**src/rtl/uart_tx_arbiter.sv**
```systemverilog
// Round-robin, message-locked arbiter that shares one UART TX engine among NUM_REQ byte requesters.
// Optional UART wait watchdog is built only when UART_TX_ARB_TIMEOUT_EN is defined.
module uart_tx_arbiter #(
  parameter int NUM_REQ        = 2,
  parameter int TIMEOUT_CYCLES = 4096
) (
  input  logic                         clk,
  input  logic                         reset,
  input  logic [NUM_REQ-1:0]           req,
  input  logic [8*NUM_REQ-1:0]         req_data,
  input  logic [NUM_REQ-1:0]           req_last,
  output logic [NUM_REQ-1:0]           req_ack,
  output logic [NUM_REQ-1:0]           grant,
  output logic [7:0]                   uart_tx_data,
  output logic                         uart_tx_start,
  input  logic                         uart_tx_busy,
  output logic                         err_timeout,
  output logic [2:0]                   dbg_state_o,
  output logic [$clog2(NUM_REQ)-1:0]   dbg_rr_ptr_o,
  output logic                         dbg_lock_o
);

  // Handshake: a requester raises req[i] with req_data/req_last stable and holds them until
  // req_ack[i] pulses for one cycle (byte latched). uart_tx_start pulses once per byte;
  // uart_tx_data stays put until the next byte is latched.
  // dbg_state_o encoding: 0 IDLE, 1 LOAD, 2 START, 3 WAIT_BUSY, 4 WAIT_DONE.

  localparam int IW = $clog2(NUM_REQ);

  if (NUM_REQ < 2 || TIMEOUT_CYCLES < 1) begin : g_bad_cfg
    $error("uart_tx_arbiter: NUM_REQ must be >= 2 and TIMEOUT_CYCLES >= 1");
  end

  typedef enum logic [2:0] {
    S_IDLE      = 3'd0,
    S_LOAD      = 3'd1,
    S_START     = 3'd2,
    S_WAIT_BUSY = 3'd3,
    S_WAIT_DONE = 3'd4
  } state_e;

  state_e               state_q, state_d;
  logic [IW-1:0]        owner_q, owner_d;
  logic [IW-1:0]        rr_ptr_q, rr_ptr_d;
  logic                 lock_q, lock_d;
  logic                 last_q, last_d;
  logic [NUM_REQ-1:0]   grant_q, grant_d;
  logic [NUM_REQ-1:0]   ack_q, ack_d;
  logic [7:0]           data_q, data_d;
  logic                 start_q, start_d;

  logic                 owner_req;
  logic [IW-1:0]        scan_ptr;
  logic                 pick_found;
  logic [IW-1:0]        pick_idx;
  logic                 drop_lock;
  logic                 msg_done;
  logic                 tmo_hit;
  logic                 tmo_limit;

  function automatic logic [IW-1:0] next_idx(input logic [IW-1:0] v);
    if (v == IW'(NUM_REQ - 1)) return '0;
    return v + IW'(1);
  endfunction

  function automatic logic [NUM_REQ-1:0] onehot(input logic [IW-1:0] v);
    logic [NUM_REQ-1:0] r;
    r    = '0;
    r[v] = 1'b1;
    return r;
  endfunction

  // Scan p, p+1, ... (mod NUM_REQ); walking the offsets downwards lets the nearest one win.
  function automatic logic [IW:0] rr_pick(input logic [NUM_REQ-1:0] r, input logic [IW-1:0] p);
    logic [IW:0]   res;
    logic [IW:0]   sum;
    logic [IW-1:0] idx;
    res = '0;
    for (int k = NUM_REQ - 1; k >= 0; k--) begin
      sum = {1'b0, p} + (IW+1)'(k);
      if (sum >= (IW+1)'(NUM_REQ)) sum = sum - (IW+1)'(NUM_REQ);
      idx = sum[IW-1:0];
      if (r[idx]) res = {1'b1, idx};
    end
    return res;
  endfunction

  assign owner_req = req[owner_q];
  assign scan_ptr  = (lock_q && !owner_req) ? next_idx(owner_q) : rr_ptr_q;
  assign {pick_found, pick_idx} = rr_pick(req, scan_ptr);

  always_ff @(posedge clk or negedge reset) begin
    if (!reset) begin
      state_q  <= S_IDLE;
      owner_q  <= '0;
      rr_ptr_q <= '0;
      lock_q   <= 1'b0;
      last_q   <= 1'b0;
      grant_q  <= '0;
      ack_q    <= '0;
      data_q   <= 8'h00;
      start_q  <= 1'b0;
    end else begin
      state_q  <= state_d;
      owner_q  <= owner_d;
      rr_ptr_q <= rr_ptr_d;
      lock_q   <= lock_d;
      last_q   <= last_d;
      grant_q  <= grant_d;
      ack_q    <= ack_d;
      data_q   <= data_d;
      start_q  <= start_d;
    end
  end

  always_comb begin
    state_d   = state_q;
    owner_d   = owner_q;
    drop_lock = 1'b0;
    msg_done  = 1'b0;
    tmo_hit   = 1'b0;
    unique case (state_q)
      S_IDLE: begin
        if (lock_q && owner_req) begin
          state_d = S_LOAD;
        end else begin
          drop_lock = lock_q;
          if (pick_found) begin
            state_d = S_LOAD;
            owner_d = pick_idx;
          end
        end
      end
      S_LOAD:  state_d = S_START;
      S_START: state_d = S_WAIT_BUSY;
      S_WAIT_BUSY: begin
        if (uart_tx_busy) begin
          state_d = S_WAIT_DONE;
        end else if (tmo_limit) begin
          state_d = S_IDLE;
          tmo_hit = 1'b1;
        end
      end
      S_WAIT_DONE: begin
        if (!uart_tx_busy) begin
          state_d  = S_IDLE;
          msg_done = last_q;
        end else if (tmo_limit) begin
          state_d = S_IDLE;
          tmo_hit = 1'b1;
        end
      end
      default: state_d = S_IDLE;
    endcase
  end

  always_comb begin
    lock_d   = lock_q;
    rr_ptr_d = rr_ptr_q;
    grant_d  = grant_q;
    ack_d    = '0;
    data_d   = data_q;
    last_d   = last_q;
    start_d  = 1'b0;
    if (drop_lock) begin
      lock_d   = 1'b0;
      rr_ptr_d = next_idx(owner_q);
      grant_d  = '0;
    end
    if (state_q == S_IDLE && state_d == S_LOAD) begin
      ack_d   = onehot(owner_d);
      grant_d = onehot(owner_d);
      data_d  = req_data[{owner_d, 3'b000} +: 8];
      last_d  = req_last[owner_d];
    end
    if (state_q == S_LOAD) begin
      lock_d  = 1'b1;
      start_d = 1'b1;
    end
    if (msg_done || tmo_hit) begin
      lock_d   = 1'b0;
      grant_d  = '0;
      rr_ptr_d = next_idx(owner_q);
    end
  end

`ifdef UART_TX_ARB_TIMEOUT_EN
  localparam logic [31:0] TmoLast = 32'(TIMEOUT_CYCLES - 1);

  logic [31:0] cnt_q, cnt_d;
  logic        err_q;

  assign tmo_limit = (cnt_q == TmoLast);

  // Restarts from zero on every entry into a wait state.
  always_comb begin
    cnt_d = '0;
    if ((state_q == S_WAIT_BUSY || state_q == S_WAIT_DONE) && state_d == state_q)
      cnt_d = cnt_q + 32'd1;
  end

  always_ff @(posedge clk or negedge reset) begin
    if (!reset) begin
      cnt_q <= '0;
      err_q <= 1'b0;
    end else begin
      cnt_q <= cnt_d;
      err_q <= err_q | tmo_hit;
    end
  end

  assign err_timeout = err_q;
`else
  assign tmo_limit   = 1'b0;
  assign err_timeout = 1'b0;
`endif

  assign req_ack       = ack_q;
  assign grant         = grant_q;
  assign uart_tx_data  = data_q;
  assign uart_tx_start = start_q;
  assign dbg_state_o   = state_q;
  assign dbg_rr_ptr_o  = rr_ptr_q;
  assign dbg_lock_o    = lock_q;

endmodule

```
**config.mk**
```make
export PLATFORM = sky130hd
export DESIGN_NAME = uart_tx_arbiter
export DESIGN_NICKNAME = d
export VERILOG_FILES = /design/src/rtl/uart_tx_arbiter.sv
export SDC_FILE = /design/constraint.sdc
export NUM_CORES = 1
export LEC_CHECK = 0
export ABC_AREA = 1
export CORE_AREA = 2 2 46 69
export DETAILED_ROUTE_END_ITERATION = 12
export DIE_AREA = 0 0 48 71
export GPL_ROUTABILITY_DRIVEN = 0
export PLACE_DENSITY = 0.69
export SETUP_SLACK_MARGIN = 0.02
export SYNTH_ARGS = -nofsm -noshare
export SYNTH_HDL_FRONTEND = slang
export SYNTH_SLANG_ARGS = --single-unit
```
**constraint.sdc**
```tcl
create_clock -name clk -period 1.4 [get_ports clk]
set_clock_uncertainty 0.1 [all_clocks]
set_input_delay 0.14 -clock clk [delete_from_list [all_inputs] [get_ports clk]]
set_output_delay 0.14 -clock clk [all_outputs]
set_load 0.05 [all_outputs]
```
* Word level (Yosys, flattened, before mapping)
Cells that the tools add are included.
Word-level totals: logic and storage cells 79, input port bits 23, register bits after elaboration 20, output and inout bits 19
Operators by class: $lt $le $gt $ge 7, multiplexer cells 44, shift-type cells 1, reductions and logical operators 9, $add $sub $neg 4, equality and inequality tests 5
Operators by type and width (count):
- 1-bit two-way mux | 32
- 16-bit by 5-bit variable part select with 8-bit output | 1
- 3-bit case mux with 5 select lines | 1
- 2-bit two-way mux | 6
- 3-bit two-way mux | 4
- 1-bit by 2-bit less-than comparator with 1-bit output (second input constant) | 4
- 3-bit by 1-bit equality test with 1-bit output (second input constant) | 2
- 3-bit by 2-bit equality test with 1-bit output (second input constant) | 2
- 3-bit nonzero test | 2
- 1-bit logical AND | 4
- 3-bit equality test (second input constant) | 1
- 3-bit zero test | 1
- 1-bit by 1-bit adder with 2-bit output (second input constant) | 1
- 1-bit by 2-bit greater-or-equal comparator with 1-bit output (second input constant) | 1
- 2-bit greater-or-equal comparator (second input constant) | 1
- 2-bit nonzero test | 1
- 1-bit subtractor (second input constant) | 2
- 1-bit adder (second input constant) | 1
- 1-bit demux with 1-bit select | 1
- 1-bit greater-or-equal comparator (second input constant) | 1
- 1-bit zero test | 1

* Depth between registers and ports, before layout
Gate-level depths: netlist (run 1).
word-level depth 21, mapped depth 9, mapped depth without buffers 8

* Least setup slack after synthesis (run 1)
Ideal clock, no wire load.
path kind register -> register, from reg state_q[1] (netlist: dbg_state_o[1]), to reg data_q[1] (netlist: uart_tx_data[1]), slack -292 ps, data required time 1175 ps, library setup time 125 ps, path buffers 1, period minus slack after synthesis 1692 ps, stages on the path, launching flop included 10, data arrival time 1468 ps, cells stage by stage dfrtp_1 nor2_2 nand2_1 nor2_4 nand2_2 nand2_4 nand2_4 buf_6 nand3_2 nand3_1
Between the ends: word-level cells in the longest chain between the ends 5, elaborated cells on any way between the ends 14, classes of those cells eq/ne (5); shift (1); mux (6); reduce/logical (2)
RTL lines:
- start: declaration | RTL line 42 | state_e state_q, state_d;
- start signal: assignment | RTL line 104 | state_q <= state_d;
- parallel branches: the longest is 5 deep, another holds 16-bit by 5-bit variable part select with 8-bit output
- end signal: assignment | RTL line 111 | data_q <= data_d;
- end: declaration | RTL line 49 | logic [7:0] data_q, data_d;
Several ways; the timed one is not identified. A chain may end at the register's enable or synchronous reset.

* Final worst setup path (run 1)
from reg state_q[0] (netlist: dbg_state_o[0]), to reg data_q[0] (netlist: uart_tx_data[0])
Same word-level chain as after synthesis.

==> results of run 1 <==
-- power groups by stage --
stage / clock, mW / sequential [mW] / combinational (mW)
after floorplan: 0 / 1.83 / 0.882
after global placement: 0 / 1.11 / 3.15
after detailed placement: 0 / 1.11 / 3.21
after CTS: 0.391 / 1.12 / 3.34
after global routing: 0.416 / 1.15 / 3.57
final: 0.383 / 1.12 / 3.37
-- worst max-delay path, stage by stage, from the launching register on --
cell	delay, ns
dfrtp_2	0.43
nor2_4	0.14
nand2_2	0.08
nor2_4	0.14
nand2_2	0.09
nand2_4	0.11
nand2_8	0.11
nand3_1	0.08
nand3_1	0.08
-- what timing repair did --
item | in CTS | in global routing
gates resized for setup | 8 | 3
gates cloned | 0 | 0
buffers inserted | 2 | 1
endpoints found under the setup margin | 15 | 16
pin swaps | 2 | 4
-- per-layer routing --
layer / vias to the layer above / track usage
met4: 0 / 0.0631
met5: - / 0
met3: 2 / 0.0332
met1: 460 / 0.196
li1: 488 / -
met2: 32 / 0.316
-- cells in the final DEF, fill, tap and decap left out, drive strengths merged --
master          n
nor2           10
inv            11
dfrtp          20
o21ai           2
nand4          10
nand2          26
nor3            2
a21oi           2
nand3          22
clkbuf          4
clkdlybuf4s50  22
buf            38
conb            1
-- sequential cells by signal, indices dropped and copies added, names as in the netlist --
name and flops:
dbg_lock_o 1, req_ack 2, uart_tx_data 8, owner_q 1
dbg_state_o 3, last_q 1, uart_tx_start 1, dbg_rr_ptr_o 1
grant 2
-- stage by stage --
| step | TNS, ns | area [sq um] |
|---|---|---|
| 2_1_floorplan | -1.90 | 997 |
| 3_3_place_gp | -1.70 | 1720 |
| 3_5_place_dp | -2.56 | 1720 |
| 4_1_cts | -0.774 | 1820 |
| 5_1_grt | -1.48 | 1850 |
| 6_report | -0.532 | 1850 |
-- layout make-up --
type / count / area, sq um / share of cell area
Inverter: 11 / 41.3 / 0.0223
Sequential cell: 20 / 505 / 0.273
Multi-Input combinational cell: 75 / 455 / 0.246
Clock buffer: 4 / 45.0 / 0.0243
Tap cell: 39 / 48.8 / 0.0264
Timing Repair Buffer: 60 / 756 / 0.408
-- cell usage after synthesis, drive strengths merged --
cell / count / area (sq um)
nor3: 2 / 10.0
buf: 4 / 28.8
nand2: 26 / 120
a21oi: 2 / 10.0
o21ai: 2 / 13.8
nand3: 22 / 140
inv: 11 / 41.3
nor2: 10 / 47.6
conb: 1 / 3.75
clkbuf: 1 / 3.75
dfrtp: 20 / 500
nand4: 10 / 62.6
-- cells by family (layout without fill, tap and decap cells) --
family | count (synthesis) | count (layout) | share of synthesized area
DFF | 20 | 20 | 0.510
buffers and inverters | 16 | 75 | 0.0752
and+or+nand+nor | 70 | 70 | 0.387
other | 1 | 1 | 0.00382
AOI/OAI and AO/OA | 4 | 4 | 0.0242
-- worst paths after layout --
path | startpoint | end | cells past startpoint
min reg2reg | owner_q$_DFF_PN0_ | dbg_rr_ptr_o$_DFFE_PN0P_ | 1
max in group asynchronous | reset | dbg_lock_o$_DFFE_PN0P_ | 2
min in group clk | req_data[6] | uart_tx_data[6]$_DFFE_PN0N_ | 3
max | dbg_state_o[0]$_DFF_PN0_ | uart_tx_data[0]$_DFFE_PN0N_ | 8
max reg2reg | dbg_state_o[0]$_DFF_PN0_ | uart_tx_data[0]$_DFFE_PN0N_ | 8
min | reset | dbg_state_o[1]$_DFF_PN0_ | 2
==> impl_results.md, run 1 <==
- Run status: finished with violations
- Violations in the final reports: negative setup slack
- Unrepaired setup endpoints after global routing: true
- Nets: 194
- Ratio of total power to cell area: 2630 nW/um^2
- Net switching power: between 2 and 2.5 mW
- Final Routed Wirelength: 2780 um
- Yosys reg bits: 20
- Fraction of layout instances using a drive strength above 1: 0.394
- Final count of negative-setup-slack endpoints: 11
- Wire length on met2: roughly 1600 um
- Number of filler instances in the final layout: 226
- Core area: 2850 sq um
- Ant. Diodes: 0
- Post-Syn Area per Cell: 8.85 sq um
- Arrival time reported for the critical path endpoint: 1.52 ns
- Remaining number of nets flagged by the antenna check after routing: 0
- Post-synthesis net count: 134
- Effective utilization at floorplan: 0.344
- Register-to-register setup slack: -0.08 ns
- IR Drop Worst-Case VDD: 1.22 mV
- Worst setup path category: reg -> reg
- Post-route clock period utilization: 1.06
- Cell total after placement: 202
- Initial antenna violation count: 0
- Internal power summed over all cells: ~2.6 mW
- Gate count after technology mapping: 111
- Total routing usage reported by global routing: 0.178
- Clock slew at the register clock pins of the worst setup and hold paths: roughly 0.07 ns
- Core occupancy in the finished layout: 0.649
- Maximum level of the CTS H-tree: 1
- TritonCTS clock tree: yes
- Maximum clock rate: 0.674 GHz
- Number of DRC markers in iteration 0: 14
- Part of the total power dissipated in combinational logic: 0.691
- Number of max-capacitance violations reported: 0
- Data required time at the worst endpoint: approximately 1.4 ns
- Highest metal layer with signal wires: met4
- CTS Sinks: 20
- First-pass GRT wire length: 4290 um
- Final cell count without fillers: about 210
- Minimum clock period after layout: ~1.5 ns
- Count of warnings emitted by yosys: 0
- Unique cell type count in the Yosys netlist: 20
- Clock buffers created by TritonCTS: 3
- Number of pins with negative max-slew slack in the final report: 0
- # DRC: 0
- Power Total: 4.88 mW
- Average via count per standard cell: 4.70
- Setup crit start kind: register
- Buffers on Ports: 40
- WL per Instance: 13.3 um
- Clock root buffer: clkbuf_8
- Detail Route met3 WL: 129 um
- Signed area change from the synthesized netlist to the final layout: 88.5%
- Synthesized area: 982 sq um
- Worst slack, placed: -0.217 ns
- Hpwl dp: 2060 um
- Switching share of power: 0.460
- Biggest fanout along the worst timing path: 13
- Clock network fraction of design power: 0.079
- Worst setup EP type: register
- Site row count: 24
- Static power due to leakage: 0.857 nW
- Power share of the sequential group: 0.230
- Largest net degree at the start of global routing: 21
- Clock network latency to the later pin of the worst-skew pair: 0.25 ns
- CTS hold repair buffers: 0
- Io pins: 42
- Vias in the first global route: 982
- Post-Route Hold Slack: roughly 0.13 ns
- Maximum clock path buffer count: 2
- Total Die Area: 3410 sq um
- Fin worst setup slack: -0.0838 ns
- Kind of path behind the tightest hold check: in -> async
- Remaining global-route overflow: 0
- Share of synthesized area occupied by flip-flops and latches: 0.510
- Routed metal-1 wire length: 1070 um
- Overall die width: 48 um
- Height of the chip: 71 um
- Vias after detailed routing: 982
- Number of iterations in the first detailed-routing pass: 4
- Final count of hold timing violations: 0
(Power assumes the default switching activity.)
==> run 2, diff against run 1 <==
--- a/config.mk
+++ b/config.mk
@@ -6,11 +6,12 @@
 export NUM_CORES = 1
 export LEC_CHECK = 0
 export ABC_AREA = 1
-export CORE_AREA = 2 2 46 69
+export CAP_MARGIN = 10
+export CORE_AREA = 2 2 55 57
 export DETAILED_ROUTE_END_ITERATION = 12
-export DIE_AREA = 0 0 48 71
+export DIE_AREA = 0 0 57 59
 export GPL_ROUTABILITY_DRIVEN = 0
-export PLACE_DENSITY = 0.69
+export PLACE_DENSITY = 0.7
 export SETUP_SLACK_MARGIN = 0.02
 export SYNTH_ARGS = -nofsm -noshare
 export SYNTH_HDL_FRONTEND = slang
==> impl_results.md, run 2 (synthesized netlist as in run 1, its figures left out) <==
- Total routing usage reported by global routing: 0.174
- Hpwl dp: 1920 um
- Number of max-capacitance violations reported: 0
- Vias in the first global route: 1029
- Run status: finished with violations
- Post-Route Hold Slack: 0.0675 ns
- IR Drop Worst-Case VDD: 1.98 mV
- Delay of the slowest cell on the worst path: 0.44 ns
- Commonest cells after routing, fill and taps aside: 22 x clkdlybuf4s50_1, 19 x nand2_1, 19 x buf_12
- Arrival time reported for the critical path endpoint: 1.61 ns
- Minimum clock period after layout: 1.46 ns
- WL per Instance: about 14 um
- Site row count: 19
- # DRC: 0
- Largest net degree at the start of global routing: 21
- CTS Sinks: 20
- Data required time at the worst endpoint: 1.55 ns
- Ratio of total power to cell area: 2650 nW/um^2
- Final count of negative-setup-slack endpoints: 13
- Crit path cell chain: nor2_4 > nand2_2 > nor2_4 > nand2_2 > nand2_4 > buf_12 > nand4_1 > nand3_1
- Clock network latency to the later pin of the worst-skew pair: 0.30 ns
- Overall die width: 57 um
- Number of DRC markers in iteration 0: 21
- Violations in the final reports: negative setup slack
- Power Total: just under 5 mW
- Fraction of layout instances using a drive strength above 1: 0.411
- Clock slew at the register clock pins of the worst setup and hold paths: 0.12 ns
- Number of pins with negative max-slew slack in the final report: 0
- Clock buffers created by TritonCTS: 3
- Maximum clock rate: slightly below 0.7 GHz
- Signed area change from the synthesized netlist to the final layout: 86.9%
- Nets: 192
- Static power due to leakage: 0.848 nW
- Fin worst setup slack: -0.0637 ns
- Remaining number of nets flagged by the antenna check after routing: 0
- Setup crit start kind: register
- Biggest fanout along the worst timing path: 9
- Maximum level of the CTS H-tree: 1
- Average via count per standard cell: 5.03
- Buffers on Ports: 40
- Worst setup path category: reg -> reg
- Flip-flop count of the largest register, all copies and words added: 8
- First-pass GRT wire length: 4570 um
- Post-route clock period utilization: 1.05
- Ant. Diodes: 0
- Total Die Area: 3360 sq um
- Worst setup EP type: register
- CTS hold repair buffers: 0
- Number of filler instances in the final layout: 214
- Unrepaired setup endpoints after global routing: true
- Final Routed Wirelength: about 2800 um
- Core area: 2710 sq um
- Kind of path behind the tightest hold check: in -> async
- Number of iterations in the first detailed-routing pass: 4
- Vias after detailed routing: 1000
- Number of buffer and inverter instances along the worst setup path: 1
- Io pins: 42
- Cell type of the slowest stage on the worst timing path: dfrtp_2
- Remaining global-route overflow: 0
- Maximum clock path buffer count: 2
- Effective utilization at floorplan: 0.362
- TritonCTS clock tree: yes
- Initial antenna violation count: 0
- Clock root buffer: clkbuf_4
- Final count of hold timing violations: 0
- Most common cell after layout, fill and taps aside: clkdlybuf4s50_1
- Largest delay share family, worst path: simple AND/OR/NAND/NOR gates
- Height of the chip: 59 um
## run 2: area by class of cell
class                      instances  area [sq um]  area share
inverter                          11          41.3      0.0225
clock buffer                       4          36.3      0.0198
tap                               31          38.8      0.0211
multi-input combinational         76           484       0.264
sequential                        20           505       0.275
timing repair buffer              57           729       0.397
## run 2: power by group
part           internal [mW]  switching [mW]  leakage, nW
sequential             0.853           0.271        0.243
clock                  0.159           0.184       0.0210
combinational           1.56            1.83        0.584
## run 2: repair_timing
action | 4_1_cts | 5_1_grt
pin swaps | 5 | 0
gates cloned | 2 | 0
resized for setup | 16 | 3
setup endpoints to repair | 14 | 19
endpoints found under the hold margin | 0 | 0
buffers inserted | 1 | 0
## run 2: layer usage
layer	routed length, um	global-route usage
met1	1150	0.219
met2	1410	0.304
met3	183	0.0371
met4	17	0.0532
met5	0	0
## run 2: metrics by stage
stage | utilization | setup slack (ns) | setup TNS, ns | area [sq um] | instances
after detailed placement | 0.627 | -0.201 | -2.20 | 1700 | 192
final | 0.677 | -0.0637 | -0.513 | 1840 | 199
after CTS | 0.673 | -0.0720 | -0.534 | 1820 | 199
after global placement | 0.627 | -0.149 | -1.67 | 1700 | 192
after global routing | 0.677 | -0.157 | -1.56 | 1840 | 199
after floorplan | - | -0.182 | -1.90 | 997 | 111
## run 2: final timing paths
kind,start,end,cells past startpoint,slack (ns)
setup / recovery,dbg_state_o[0]$_DFF_PN0_,uart_tx_data[5]$_DFFE_PN0N_,8,-0.06
hold / removal,reset,uart_tx_data[4]$_DFFE_PN0N_,2,0.07
setup reg to reg,dbg_state_o[0]$_DFF_PN0_,uart_tx_data[5]$_DFFE_PN0N_,8,-0.06
hold reg to reg,owner_q$_DFF_PN0_,dbg_rr_ptr_o$_DFFE_PN0P_,1,0.39
max in group asynchronous,reset,dbg_state_o[1]$_DFF_PN0_,2,0.90
min in group clk,uart_tx_busy,dbg_state_o[2]$_DFF_PN0_,3,0.31
